## src/rtl/udp_conn_key_extractor.sv

```systemverilog
`default_nettype none
// ============================================================================
// Module   : udp_conn_key_extractor
// Brief    : Zero-latency Ethernet/IPv4/UDP header parser on a 64-bit
//            AXI-Stream. Frame beats pass through combinationally; each
//            qualifying UDP frame yields one {src_ip, src_port, dst_port}
//            lookup key on a valid/ready port.
// Options  : STATS_EN - adds key / non-UDP / runt wrap-around counters.
// Revision : 1.0 - initial release
// ============================================================================
module udp_conn_key_extractor #(
    parameter logic [15:0] ETHERTYPE_IPV4 = 16'h0800,
    parameter logic [7:0]  IP_VER_IHL     = 8'h45,
    parameter logic [7:0]  UDP_PROTO      = 8'h11
`ifdef STATS_EN
    ,
    parameter int          CNT_W          = 32
`endif
) (
    input  logic             clk,
    input  logic             rst,
    input  logic             s_axis_frame_tvalid,
    input  logic             s_axis_frame_tlast,
    input  logic [63:0]      s_axis_frame_tdata,
    input  logic [7:0]       s_axis_frame_tstrb,
    output logic             s_axis_frame_tready,
    output logic             m_axis_frame_tvalid,
    output logic             m_axis_frame_tlast,
    output logic [63:0]      m_axis_frame_tdata,
    output logic [7:0]       m_axis_frame_tstrb,
    input  logic             m_axis_frame_tready,
    output logic             m_axis_key_valid,
    output logic [63:0]      m_axis_key_data,
    input  logic             m_axis_key_ready
`ifdef STATS_EN
    ,
    output logic [CNT_W-1:0] stat_key_cnt,
    output logic [CNT_W-1:0] stat_nonudp_cnt,
    output logic [CNT_W-1:0] stat_runt_cnt
`endif
);

    typedef enum logic [0:0] {
        ST_HDR  = 1'b0,
        ST_BODY = 1'b1
    } state_t;

    state_t      state_q, state_d;
    logic [2:0]  beat_cnt_q, beat_cnt_d;
    logic        qualify_q, qualify_d;
    logic [31:0] src_ip_q, src_ip_d;
    logic        key_valid_q, key_valid_d;
    logic [63:0] key_data_q, key_data_d;

    logic        w_in_hdr;
    logic        w_hdr4;
    logic        w_stall;
    logic        w_accept;
    logic        w_key_set;
    logic [15:0] w_ethertype;
    logic [7:0]  w_ver_ihl;
    logic [7:0]  w_proto;
    logic [31:0] w_src_ip;
    logic [15:0] w_src_port;
    logic [15:0] w_dst_port;

    // Header fields are in network byte order, byte 0 in the low lane.
    assign w_ethertype = {s_axis_frame_tdata[39:32], s_axis_frame_tdata[47:40]};
    assign w_ver_ihl   = s_axis_frame_tdata[55:48];
    assign w_proto     = s_axis_frame_tdata[63:56];
    assign w_src_ip    = {s_axis_frame_tdata[23:16], s_axis_frame_tdata[31:24],
                          s_axis_frame_tdata[39:32], s_axis_frame_tdata[47:40]};
    assign w_src_port  = {s_axis_frame_tdata[23:16], s_axis_frame_tdata[31:24]};
    assign w_dst_port  = {s_axis_frame_tdata[39:32], s_axis_frame_tdata[47:40]};

    // Beat 4 is held off while an earlier key is still waiting to leave, so
    // a key is never overwritten before the connection manager takes it.
    assign w_in_hdr  = (state_q == ST_HDR);
    assign w_hdr4    = w_in_hdr && (beat_cnt_q == 3'd4);
    assign w_stall   = w_hdr4 && key_valid_q && !m_axis_key_ready;
    assign w_accept  = s_axis_frame_tvalid && s_axis_frame_tready;
    assign w_key_set = w_accept && w_hdr4 && qualify_q;

    assign s_axis_frame_tready = m_axis_frame_tready && !w_stall;
    assign m_axis_frame_tvalid = s_axis_frame_tvalid && !w_stall;
    assign m_axis_frame_tlast  = s_axis_frame_tlast;
    assign m_axis_frame_tdata  = s_axis_frame_tdata;
    assign m_axis_frame_tstrb  = s_axis_frame_tstrb;

    assign m_axis_key_valid = key_valid_q;
    assign m_axis_key_data  = key_data_q;

    // Parser next state: header beat counting, field checks and src_ip capture.
    always_comb begin
        state_d    = state_q;
        beat_cnt_d = beat_cnt_q;
        qualify_d  = qualify_q;
        src_ip_d   = src_ip_q;
        if (w_accept) begin
            if (w_in_hdr) begin
                case (beat_cnt_q)
                    3'd0:    qualify_d = 1'b0;
                    3'd1:    qualify_d = (w_ethertype == ETHERTYPE_IPV4) &&
                                         (w_ver_ihl == IP_VER_IHL);
                    3'd2:    qualify_d = qualify_q && (w_proto == UDP_PROTO);
                    3'd3:    src_ip_d  = w_src_ip;
                    default: ;
                endcase
                if (s_axis_frame_tlast) begin
                    beat_cnt_d = 3'd0;
                end else if (beat_cnt_q == 3'd4) begin
                    state_d    = ST_BODY;
                    beat_cnt_d = 3'd0;
                end else begin
                    beat_cnt_d = beat_cnt_q + 3'd1;
                end
            end else if (s_axis_frame_tlast) begin
                state_d    = ST_HDR;
                beat_cnt_d = 3'd0;
            end
        end
    end

    // Key register: a new key takes priority over the handshake clear.
    always_comb begin
        key_valid_d = key_valid_q;
        key_data_d  = key_data_q;
        if (key_valid_q && m_axis_key_ready) begin
            key_valid_d = 1'b0;
        end
        if (w_key_set) begin
            key_valid_d = 1'b1;
            key_data_d  = {src_ip_q, w_src_port, w_dst_port};
        end
    end

    // State registers.
    always_ff @(posedge clk) begin
        if (rst) begin
            state_q     <= ST_HDR;
            beat_cnt_q  <= 3'd0;
            qualify_q   <= 1'b0;
            src_ip_q    <= 32'd0;
            key_valid_q <= 1'b0;
            key_data_q  <= 64'd0;
        end else begin
            state_q     <= state_d;
            beat_cnt_q  <= beat_cnt_d;
            qualify_q   <= qualify_d;
            src_ip_q    <= src_ip_d;
            key_valid_q <= key_valid_d;
            key_data_q  <= key_data_d;
        end
    end

`ifdef STATS_EN
    logic             w_nonudp;
    logic             w_runt;
    logic [CNT_W-1:0] key_cnt_q, key_cnt_d;
    logic [CNT_W-1:0] nonudp_cnt_q, nonudp_cnt_d;
    logic [CNT_W-1:0] runt_cnt_q, runt_cnt_d;

    assign w_nonudp = w_accept && w_hdr4 && !qualify_q;
    assign w_runt   = w_accept && w_in_hdr && s_axis_frame_tlast &&
                      (beat_cnt_q < 3'd4);

    assign stat_key_cnt    = key_cnt_q;
    assign stat_nonudp_cnt = nonudp_cnt_q;
    assign stat_runt_cnt   = runt_cnt_q;

    // Statistics increments; counters wrap naturally.
    always_comb begin
        key_cnt_d    = key_cnt_q;
        nonudp_cnt_d = nonudp_cnt_q;
        runt_cnt_d   = runt_cnt_q;
        if (w_key_set) key_cnt_d    = key_cnt_q + 1'b1;
        if (w_nonudp)  nonudp_cnt_d = nonudp_cnt_q + 1'b1;
        if (w_runt)    runt_cnt_d   = runt_cnt_q + 1'b1;
    end

    // Statistics registers.
    always_ff @(posedge clk) begin
        if (rst) begin
            key_cnt_q    <= '0;
            nonudp_cnt_q <= '0;
            runt_cnt_q   <= '0;
        end else begin
            key_cnt_q    <= key_cnt_d;
            nonudp_cnt_q <= nonudp_cnt_d;
            runt_cnt_q   <= runt_cnt_d;
        end
    end
`endif

endmodule
`default_nettype wire

```

## config.mk

```make
export PLATFORM = sky130hd
export DESIGN_NAME = udp_conn_key_extractor
export DESIGN_NICKNAME = d
export VERILOG_FILES = /design/src/rtl/udp_conn_key_extractor.sv
export SDC_FILE = /design/constraint.sdc
export NUM_CORES = 1
export LEC_CHECK = 0
export ABC_AREA = 0
export BUFFER_PORTS_ARGS = -buffer_cell sky130_fd_sc_hd__buf_2
export CAP_MARGIN = 5
export CORE_UTILIZATION = 35
export DETAILED_ROUTE_END_ITERATION = 12
export PLACE_DENSITY = 0.66
export SYNTH_ARGS = -nofsm -noshare
export SYNTH_HDL_FRONTEND = slang
export SYNTH_SLANG_ARGS = --single-unit
```

## constraint.sdc

```tcl
create_clock -name clk -period 2.1 [get_ports clk]
set_clock_uncertainty 0.05 [all_clocks]
set_input_delay 0.105 -clock clk [delete_from_list [all_inputs] [get_ports clk]]
set_output_delay 0.105 -clock clk [all_outputs]
set_load 0.02 [all_outputs]
```

==> results.cfg <==
[run_status]
run_status = finished, final reports clean

[timing]
timing.slew.headroom = 0.5587
setup_viol = 0
post-route-min-period_ns = 1.898
rsz0062_at_grt = no
whs_ns = 0.007606
tns_ns = 0
slew_violations = 0
max_freq_mhz = 526.8
finalHoldViolations = 0
tightestPinTransition_ns = 0.6452
setup_ws_ns = 0.2017
finalCritPeriodShare = 0.9040

[global_routing]
antenna_found_initial = 0
grt_max_degree = 62
grt_pass1_wl_mm = 17.57
grt_overflow = 0
grt_pass1_vias = 3715
grt_use_total = 0.1698

[detailed_routing]
routedWlPerCell_um = 13.40
drcViolationCount = 0
ant_nets = 0
wl_mm = 11.17
drtIter0Drc = 147
post_drt_via_cell_ratio = 4.701
first_pass_iters = 4
num_vias = 3921

[critical_path]
endpoint_kind = flip-flop
crit_top_cell = inv_1
worstPathMaxFanout = 3
cp.buffers_inverters = 2
cp_slowest_cell = a2111oi_0
cp_cell_sequence = inv_1 -> ha_1 -> inv_1 -> a2111oi_0 -> o41ai_1 -> o221a_2
path_class = flip-flop to flip-flop
cp.required_ns = 2.29
cp_data_arrival_time_ns = 2.09
max_stage_delay_ns = 0.61
cpLargestDelayFamily = compound AO/OA/AOI/OAI gates
crit_path_start_kind = flip-flop

[power]
leakage_nw = 2.241
ir_worst_vdd_mv = 0.4329
p_per_area_mw_per_mm2 = 749.7

[placed_design]
hpwl_mm = 7.726
routabilityCongestion = 0.8548
io_buffers = 169
place_ws_ns = 0.2935

[clocking]
tritoncts = yes
worst_skew_pair.late_latency_ns = 0.34
cts.reportedPaths.clkPinSlew_ns = 0.07
htreeDepth = 3
cts_sinks = 102
root_buffer = clkbuf_16
numCtsBuffers = 9
clk_path_buf_depth = 2

[run]
drv_cap = 0

[synthesis]
yosysTopAreaCell = dfxtp_1
yosys_warnings = 0
syn_nets = 627
netlist_area_sq_mm = 0.004483
ys_ff_latch = 102
synth_seq_area_share = 0.4555
syn_area_per_cell_sq_um = 8.241
synth_top_area_frac = 0.4555
synth_cell_type_count = 35
netlist_instances = 544
yosys-top-cells-area = dfxtp_1, nand2_1, buf_4

[die]
rows = 40
coreArea_sq_mm = 0.01226
die-height_um = 115.2
start_util = 0.3656
die_w_um = 115.2
ios = 218
die_area_sq_mm = 0.01327

[final_layout]
drive_gt1_frac = 0.3378
final_util = 0.4520
final_cell_mix = nand2_1, buf_2, dfxtp_1, a21oi_1, dlygate4sd3_1
synthToLayoutAreaGrowth_pct = 23.64
diodes = 0
final_common_cell = nand2_1
nets = 744
fill_cells = 1189

[min_path]
min_path_type = input pin to flip-flop
[cell families (layout without fill, tap and decap cells)]
family	Yosys count	after routing	synth area share
adders and majority gates	5	5	0.01395
buffers and inverters	110	232	0.1767
AOI/OAI and AO/OA	107	107	0.1516
and+or+nand+nor	219	219	0.1998
DFF	102	102	0.4555
muxes	1	1	0.002512
[metal layers]
layer | track usage | routed length, um | vias up | part of all wire
met4 | 0.08485 | 304 | 0 | 0.027
met5 | 0 | 0 | - | 0
met3 | 0.04270 | 626 | 42 | 0.056
met2 | 0.2972 | 5418 | 147 | 0.48
li1 | - | - | 1925 | -
met1 | 0.1920 | 4823 | 1807 | 0.43
[flip-flops by register name (all words and copies together) (netlist names)]
| register | count |
|---|---|
| m_axis_key_valid | 1 |
| beat_cnt_q | 3 |
| m_axis_key_data | 64 |
| src_ip_q | 32 |
| qualify_q | 1 |
| state_q | 1 |
[tightest hold or removal path, delay by kind of cell]
kind                   cells  cell delay (ns)
AO/OA/AOI/OAI              1             0.05
buffers and inverters      1             0.14
AND/OR/NAND/NOR            1             0.06
[synthesized netlist by cell type]
cell type / count
a211oi_1: 1
o311ai_4: 1
a21oi_1: 74
dfxtp_1: 102
nor4b_1: 5
nor2b_1: 3
buf_8: 6
clkbuf_1: 11
nand3_1: 2
buf_6: 2
nor2_1: 3
and3b_2: 1
o311a_1: 1
mux2_2: 1
o31a_1: 1
nand2_1: 195
ha_1: 5
nand4_1: 1
nand4_2: 1
inv_1: 6
o221a_2: 1
o41ai_1: 1
buf_2: 9
a22o_1: 1
and2_1: 1
a21oi_2: 23
o2bb2ai_1: 1
nand2b_1: 1
nand3b_1: 1
a2111oi_0: 1
nor4_1: 2
buf_4: 76
a41oi_1: 1
and4_1: 1
nor3_1: 2
[worst paths after layout]
path                          to                    from  slack [ns]  depth (start not counted)
min                 src_ip_q[15]  s_axis_frame_tdata[39]       0.008                          3
max reg2reg            qualify_q           beat_cnt_q[0]        0.20                          6
max                    qualify_q           beat_cnt_q[0]        0.20                          6
min reg2reg  m_axis_key_data[57]            src_ip_q[25]        0.40                          2
[per-stage QoR]
stage	cells	total power, mW	area, sq um
finish	834	4.156	5543
floorplan	544	2.238	4483
detailed placement	787	2.249	4882
global placement	787	2.246	4882
global route	834	4.297	5543
CTS	834	4.193	5538
[layout make-up]
cell class                 count  area [sq um]  area share
inverter                       6         22.52    0.004063
timing repair buffer         210          1259      0.2271
multi-input combinational    332          1664      0.3002
clock buffer                   9         225.2     0.04063
tap                          168         210.2     0.03792
clock inverter                 7         120.1     0.02167
sequential                   102          2042      0.3684
[power by group]
group | leakage, nW | internal [mW] | switching, mW
Clock | 0.166 | 1.17 | 0.737
Combinational | 1.25 | 0.127 | 0.184
Sequential | 0.821 | 1.94 | 0.00315
[what timing repair did]
action,4_1_cts,5_1_grt
setup buffers,0,0
hold buffers,31,0
endpoints found under the hold margin,61,0
endpoints found under the setup margin,0,1
gates resized for setup,0,1
No activity file was read; power rests on OpenSTA's default activity.
